===== src/rtl/regfile_wb.sv =====
// Dual-channel register-file writeback: one FIFO per channel drains into a
// registered write port, with a busy scoreboard for issue-stage hazard checks.

module regfile_wb_fifo #(
  parameter int DEPTH = 4
) (
  input  logic        clk,
  input  logic        rst_n,
  input  logic        push_valid,
  output logic        push_ready,
  input  logic [4:0]  push_addr,
  input  logic [31:0] push_data,
  input  logic        pop,
  output logic        head_vld,
  output logic [4:0]  head_addr,
  output logic [31:0] head_data
);
  localparam int AW = $clog2(DEPTH);

  logic [AW-1:0]            rd_ptr_q, rd_ptr_d, wr_ptr_q, wr_ptr_d;
  logic [AW:0]              count_q, count_d;
  logic [DEPTH-1:0][36:0]   mem_q, mem_d;
  logic                     push;

  always_comb begin
    push_ready = count_q != (AW+1)'(DEPTH);
    head_vld   = count_q != '0;
    {head_addr, head_data} = mem_q[rd_ptr_q];
    push       = push_valid && push_ready;
    mem_d      = mem_q;
    if (push) mem_d[wr_ptr_q] = {push_addr, push_data};
    // pointers wrap naturally because DEPTH is a power of two
    wr_ptr_d   = wr_ptr_q + AW'(push);
    rd_ptr_d   = rd_ptr_q + AW'(pop);
    count_d    = count_q + (AW+1)'(push) - (AW+1)'(pop);
  end

  always_ff @(posedge clk or negedge rst_n) begin
    if (!rst_n) begin
      rd_ptr_q <= '0;
      wr_ptr_q <= '0;
      count_q  <= '0;
      mem_q    <= '0;
    end else begin
      rd_ptr_q <= rd_ptr_d;
      wr_ptr_q <= wr_ptr_d;
      count_q  <= count_d;
      mem_q    <= mem_d;
    end
  end
endmodule

module regfile_wb #(
  parameter int DEPTH = 4
) (
  input  logic        clk,
  input  logic        rst_n,
  input  logic        req0_valid,
  output logic        req0_ready,
  input  logic [4:0]  req0_addr,
  input  logic [31:0] req0_data,
  input  logic        req1_valid,
  output logic        req1_ready,
  input  logic [4:0]  req1_addr,
  input  logic [31:0] req1_data,
  input  logic        hold,
  input  logic        rsv_en,
  input  logic [4:0]  rsv_addr,
  input  logic [4:0]  chk_addr0,
  input  logic [4:0]  chk_addr1,
  output logic        hazard,
  output logic        wen0,
  output logic [4:0]  waddr0,
  output logic [31:0] wdata0,
  output logic        wen1,
  output logic [4:0]  waddr1,
  output logic [31:0] wdata1,
  output logic [31:0] busy,
  output logic [15:0] collisions
);
  logic [1:0]        ch_valid, ch_ready, hd_vld, pop;
  logic [1:0][4:0]   ch_addr, hd_addr;
  logic [1:0][31:0]  ch_data, hd_data;

  assign ch_valid = {req1_valid, req0_valid};
  assign ch_addr  = {req1_addr, req0_addr};
  assign ch_data  = {req1_data, req0_data};
  assign req0_ready = ch_ready[0];
  assign req1_ready = ch_ready[1];

  for (genvar g = 0; g < 2; g++) begin : g_ch
    regfile_wb_fifo #(.DEPTH(DEPTH)) u_fifo (
      .clk        (clk),
      .rst_n      (rst_n),
      .push_valid (ch_valid[g]),
      .push_ready (ch_ready[g]),
      .push_addr  (ch_addr[g]),
      .push_data  (ch_data[g]),
      .pop        (pop[g]),
      .head_vld   (hd_vld[g]),
      .head_addr  (hd_addr[g]),
      .head_data  (hd_data[g])
    );
  end

  logic        wen0_q, wen0_d, wen1_q, wen1_d, coll;
  logic [4:0]  waddr0_q, waddr0_d, waddr1_q, waddr1_d;
  logic [31:0] wdata0_q, wdata0_d, wdata1_q, wdata1_d, busy_q, busy_d;
  logic [15:0] collisions_q, collisions_d;

  always_comb begin
    pop      = {2{~hold}} & hd_vld;
    coll     = &pop && hd_addr[0] == hd_addr[1] && hd_addr[1] != '0;
    wen0_d   = pop[0] && hd_addr[0] != '0;
    wen1_d   = pop[1] && hd_addr[1] != '0 && !coll;
    waddr0_d = wen0_d ? hd_addr[0] : waddr0_q;
    wdata0_d = wen0_d ? hd_data[0] : wdata0_q;
    waddr1_d = wen1_d ? hd_addr[1] : waddr1_q;
    wdata1_d = wen1_d ? hd_data[1] : wdata1_q;
    collisions_d = (coll && collisions_q != 16'hFFFF) ? collisions_q + 16'd1 : collisions_q;
    busy_d = busy_q;
    if (wen0_d) busy_d[hd_addr[0]] = 1'b0;
    if (wen1_d) busy_d[hd_addr[1]] = 1'b0;
    // reservation applied last so a same-edge set beats the clear
    if (rsv_en) busy_d[rsv_addr] = 1'b1;
    busy_d[0] = 1'b0;
  end

  always_ff @(posedge clk or negedge rst_n) begin
    if (!rst_n) begin
      wen0_q       <= 1'b0;
      wen1_q       <= 1'b0;
      waddr0_q     <= '0;
      wdata0_q     <= '0;
      waddr1_q     <= '0;
      wdata1_q     <= '0;
      busy_q       <= '0;
      collisions_q <= '0;
    end else begin
      wen0_q       <= wen0_d;
      wen1_q       <= wen1_d;
      waddr0_q     <= waddr0_d;
      wdata0_q     <= wdata0_d;
      waddr1_q     <= waddr1_d;
      wdata1_q     <= wdata1_d;
      busy_q       <= busy_d;
      collisions_q <= collisions_d;
    end
  end

  assign wen0       = wen0_q;
  assign waddr0     = waddr0_q;
  assign wdata0     = wdata0_q;
  assign wen1       = wen1_q;
  assign waddr1     = waddr1_q;
  assign wdata1     = wdata1_q;
  assign busy       = busy_q;
  assign collisions = collisions_q;
  assign hazard     = (chk_addr0 != '0 && busy_q[chk_addr0]) ||
                      (chk_addr1 != '0 && busy_q[chk_addr1]);
endmodule


===== config.mk =====
export PLATFORM = sky130hd
export DESIGN_NAME = regfile_wb
export DESIGN_NICKNAME = d
export VERILOG_FILES = /design/src/rtl/regfile_wb.sv
export SDC_FILE = /design/constraint.sdc
export NUM_CORES = 1
export LEC_CHECK = 0
export BUFFER_PORTS_ARGS = -buffer_cell sky130_fd_sc_hd__buf_2
export CAP_MARGIN = 5
export CORE_ASPECT_RATIO = 2
export CORE_MARGIN = 5
export CORE_UTILIZATION = 46
export DETAILED_ROUTE_END_ITERATION = 6
export PLACE_DENSITY = 0.71
export SLEW_MARGIN = 5
export SYNTH_ARGS = -nofsm -noshare
export SYNTH_HDL_FRONTEND = slang
export SYNTH_SLANG_ARGS = --single-unit

===== constraint.sdc =====
create_clock -name clk -period 3.39 [get_ports clk]
set_clock_uncertainty 0.05 [all_clocks]
set_input_delay 0.678 -clock clk [delete_from_list [all_inputs] [get_ports clk]]
set_output_delay 0.678 -clock clk [all_outputs]
set_load 0.005 [all_outputs]

Yosys cells after proc, flatten, opt, wreduce, memory -nomap -nowiden
Cells that the tools add are included.
{"block": "classes", "add_sub_neg": 9, "order_cmp": 14, "eq_ne": 4, "mux": 23, "bitwise": 7, "n_reduce_logical": 24}
{"cell": "$bwmux 148", "n": 2}
{"cell": "$bmux 37 s2", "n": 2}
{"cell": "$demux 37 s2", "n": 2}
{"cell": "$mux 37", "n": 4}
{"cell": "$mux 32", "n": 3}
{"cell": "$and 32x32->32", "n": 2}
{"cell": "$not 32->32", "n": 2}
{"cell": "$or 32x32->32", "n": 1}
{"cell": "$lt 5x6->1 const B", "n": 5}
{"cell": "$reduce_bool 5->1", "n": 4}
{"cell": "$add 16x1->16 const B", "n": 1}
{"cell": "$ne 16x16->1 const B", "n": 1}
{"cell": "$demux 1 s5", "n": 3}
{"cell": "$ge 5x1->1 const B", "n": 3}
{"cell": "$logic_and 1x1->1", "n": 15}
{"cell": "$lt 2x3->1 const B", "n": 4}
{"cell": "$bmux 1 s5", "n": 2}
{"cell": "$add 2x1->2", "n": 4}
{"cell": "$add 3x1->3", "n": 2}
{"cell": "$ne 3x3->1 const B", "n": 2}
{"cell": "$reduce_bool 3->1", "n": 2}
{"cell": "$sub 3x1->3", "n": 2}
{"cell": "$eq 5x5->1", "n": 1}
{"cell": "$mux 1", "n": 5}
{"cell": "6 further kinds", "n": 7}
{"block": "totals", "register_bits": 433, "inputBits": 95, "output_inout_bits": 127, "wordCells": 103}

Depth between registers and ports, before layout
{"block": "depth", "word_depth": 13, "mapped_depth": 10, "ltp_nobuf": 8}

Hierarchy
Synthesis repeated with hierarchy kept, for this count alone.
{"block": "unflattened", "cells_unflattened": 1263, "hier_area_um2": 20292.0}
{"mod": "regfile_wb_fifo", "n_inst": 2, "cells_per_inst": 385, "area_each_um2": 7148.1}
{"mod": "regfile_wb", "n_inst": 1, "cells_per_inst": 493, "area_each_um2": 5995.8}

Least setup slack after synthesis
Ideal clock, no wire load.
{"block": "synth_path", "path_kind": "input -> output", "start": "input port chk_addr0[0]", "end": "output port hazard", "t_arrival_ns": 2.294, "required_ns": 2.662, "path_slack_ns": 0.368, "stages": 5, "path_buffers": 1, "cell_sequence": "clkbuf_1 mux4_2 mux4_2 mux2i_1 nand2_1"}
{"block": "synth_between", "elab_chain_cells": 4}
{"item": "start, declared", "line": "69", "rtl": "input logic [4:0] chk_addr0,"}
{"item": "$bmux 1 s5", "line": "159", "rtl": "assign hazard = (chk_addr0 != '0 && busy_q[chk_addr0]) ||"}
{"item": "$mux 1 (implied by the code)", "line": "159"}
{"item": "$logic_and 1x1->1 *", "line": "159"}
{"item": "$logic_or 1x1->1 *", "line": "159"}
{"item": "end, declared", "line": "71", "rtl": "output logic hazard,"}
Every way passes the cells marked *; elsewhere a longest branch is shown, timed or not. The select of a mux whose other input is x is not followed.

Worst setup path in the final report
Ends and elaborated chain as after synthesis.

==> impl_metrics.yaml <==
run_status:
  status: "completed"
floorplan:
  row_count: 105
  die_h_um: 298
  coreArea_um2: 41000
  ios: 222
  die_w_um: 154
  die_area_um2: 45900
  initial_utilization_pct: 46.5
worst_setup_path:
  worstPathArrival_ps: 2310
  required_ps: 2660
  crit_type: "input pin to primary output"
  critPathCaptureType: "primary output"
  worst_setup_path_start_kind: "input pin"
  reg2regPathDepth: 7
  critical_path.max_fanout: 9
clock_network:
  clk_latency_ps: 530
  ctsResizeCount: 0
  cts.sinks: 433
  cts_hold_buf: 0
  cts_tree: "built"
  cts-buffers-inserted: 38
  cts_setup_buffers: 0
  clk_pin_slew_ps: 60
  cts_max_level: 2
  cts_root_buf: "clkbuf_16"
  cts_buffer_depth: 3
yosys:
  ys_seq_area_share_pct: 56.9
  synth_area_leaders: "dfrtp_1, mux2_2, mux4_2"
  synth_commonest_cells: "dfrtp_1, mux2_2, mux4_2"
  yosys.cell_count.top_type: "dfrtp_1"
  yosysWarnings: 0
  syn_area_um2: 19100
  syn-mean-instance-area_um2: 15.4
  synthArstFlopShare_pct: 100
  synth_cells: 1234
  syn_nets: 1340
  synth_edf_count: 0
  synth_top_area_share_pct: 56.9
  synth_ff_type: "dfrtp_1"
  synth_seq_cells: 433
  synth.distinct_cells: 43
  yosysTopAreaCell: "dfrtp_1"
routing:
  vias: 11400
  drt-pass1-iter-count: 5
  drt_iter0_markers: 426
  drc: 0
  dr.max_layer_used: "met5"
  wl_met2_um: 24400
  wl_per_cell_um: 21.8
  wirelength_um: 44100
  postRouteAntennaNets: 0
  wl_met1_um: 16100
  viasPerCell: 5.63
  wl_met3_um: 2200
global_route:
  grt_max_degree: 84
  antenna_found_initial: 9
  grt_remaining_overflow: 0
  grt_pass1_vias: 12800
  grt_pass1_wl_um: 72500
  track_usage_pct: 19.6
sta:
  worst_pin_slew_ps: 1100
  hold_violations: 0
  fmax_mhz: 329
  drv_slew: 0
  rsz0062_at_grt: "no"
  timing.final.crit_share_pct: 89.6
  setup_viol: 0
  tns_ps: 0
  min_period_ps: 3040
  max_slew_margin_pct: 26.4
place:
  routabilityCongestion: 0.884
  dp_hpwl_um: 30900
  port_buffers: 220
finish:
  multi_input_area_um2: 7870
  drive_above_1_share_pct: 51.2
  syn_to_final_growth_pct: 15.5
  final_nets: 1564
  ff_latch_area_um2: 10800
  nFillCells: 3449
power_and_ir_drop:
  power_leakage_nw: 9.56
  ir_worst_vdd_uv: 527
  cellPowerDensity_nw_per_um2: 1010
  finalPower_w: 0.0221
run:
  cap_violations: 0
worst_hold_path:
  holdCritPathClass: "input pin to asynchronous set/reset pin"
[power breakdown]
part,switching [W],leakage [nW],internal [W]
sequential,0.00151,5.20,0.00777
combinational,0.00372,3.80,0.00505
clock,0.00186,0.559,0.00221
[path summary, 6_finish.rpt]
check | from | end | slack, ps
max | chk_addr0[0] | hazard | 350
min | rst_n | g_ch[0].u_fifo.mem_q[8] | 100
max reg2reg | g_ch[0].u_fifo.rd_ptr_q[0] | collisions[1] | 490
min reg2reg | wdata0[22] | wdata0[22] | 430
max in group asynchronous | rst_n | waddr1[3] | 2290
min in group clk | req1_data[8] | g_ch[1].u_fifo.mem_q[82] | 370
[cell families after synthesis]
| logic type | count (synthesis) | share of synthesized area, % |
|---|---|---|
| compound gates | 70 | 2.19 |
| xor+xnor | 28 | 1.29 |
| fa+ha+maj | 11 | 0.801 |
| buf+inv | 84 | 1.96 |
| flops | 433 | 56.9 |
| mux | 464 | 32.9 |
| other cells | 1 | 0.0197 |
| simple gates | 143 | 4.04 |
[layout make-up]
cell class / instances / share of cell area (%)
clock inverter: 9 / 0.239
inverter: 16 / 0.273
timing repair buffer: 252 / 6.54
sequential: 433 / 49.2
tap: 535 / 3.04
multi-input combinational: 717 / 35.8
clock buffer: 54 / 4.87
antenna: 4 / 0.0455
[through the flow]
step / util [%] / setup slack [ps] / cell area, µm² / instances / hold slack [ps]
2_1_floorplan: - / 368 / 19100 / 1234 / 332
3_3_place_gp: 50.9 / 349 / 20900 / 1953 / 412
3_5_place_dp: 50.9 / 329 / 20900 / 1953 / 419
4_1_cts: 53.7 / 329 / 22000 / 2016 / 117
5_1_grt: 53.7 / 212 / 22000 / 2018 / 134
6_report: 53.7 / 354 / 22000 / 2020 / 96.1
[worst max-delay path, stage by stage]
cell and delay, ps:
buf_2 260, mux4_2 560, mux4_2 460, mux2i_1 150, nand2_1 70, buf_2 120
[cell usage in the layout, fill, tap and decap left out, types with 2 or more instances in the layout]
master / n
o21ai_0: 35
nor2b_1: 3
mux4_2: 92
dfrtp_2: 4
o22ai_1: 30
clkbuf_1: 11
diode_2: 4
buf_2: 219
clkbuf_16: 39
nand2b_1: 3
nand2_1: 25
mux2_2: 344
clkinv_2: 7
nand3_2: 2
inv_1: 16
nand3b_1: 13
nor2_1: 11
mux2i_1: 2
ha_1: 9
buf_12: 7
nor3_1: 36
clkbuf_8: 4
inv_6: 2
xor2_1: 11
mux2_1: 25
fa_1: 2
xnor2_1: 17
nand4_1: 9
or3b_2: 3
and2_1: 4
and3_1: 5
buf_4: 25
nor3b_2: 2
nand3_1: 19
dfrtp_1: 429
[flip-flops by register name (all words and copies together), names as in the netlist, 5 cells and up]
name / cells
collisions: 16
waddr0: 5
busy: 31
wdata0: 32
g_ch.u_fifo.count_q: 6
g_ch.u_fifo.mem_q: 296
wdata1: 32
waddr1: 5
[routing by layer]
metal / up-vias / global-route usage (%)
met1: 5937 / 23.0
met4: 8 / 6.13
met2: 298 / 36.4
met3: 94 / 3.50
li1: 5028 / -
met5: - / 0
(Power assumes the default switching activity.)
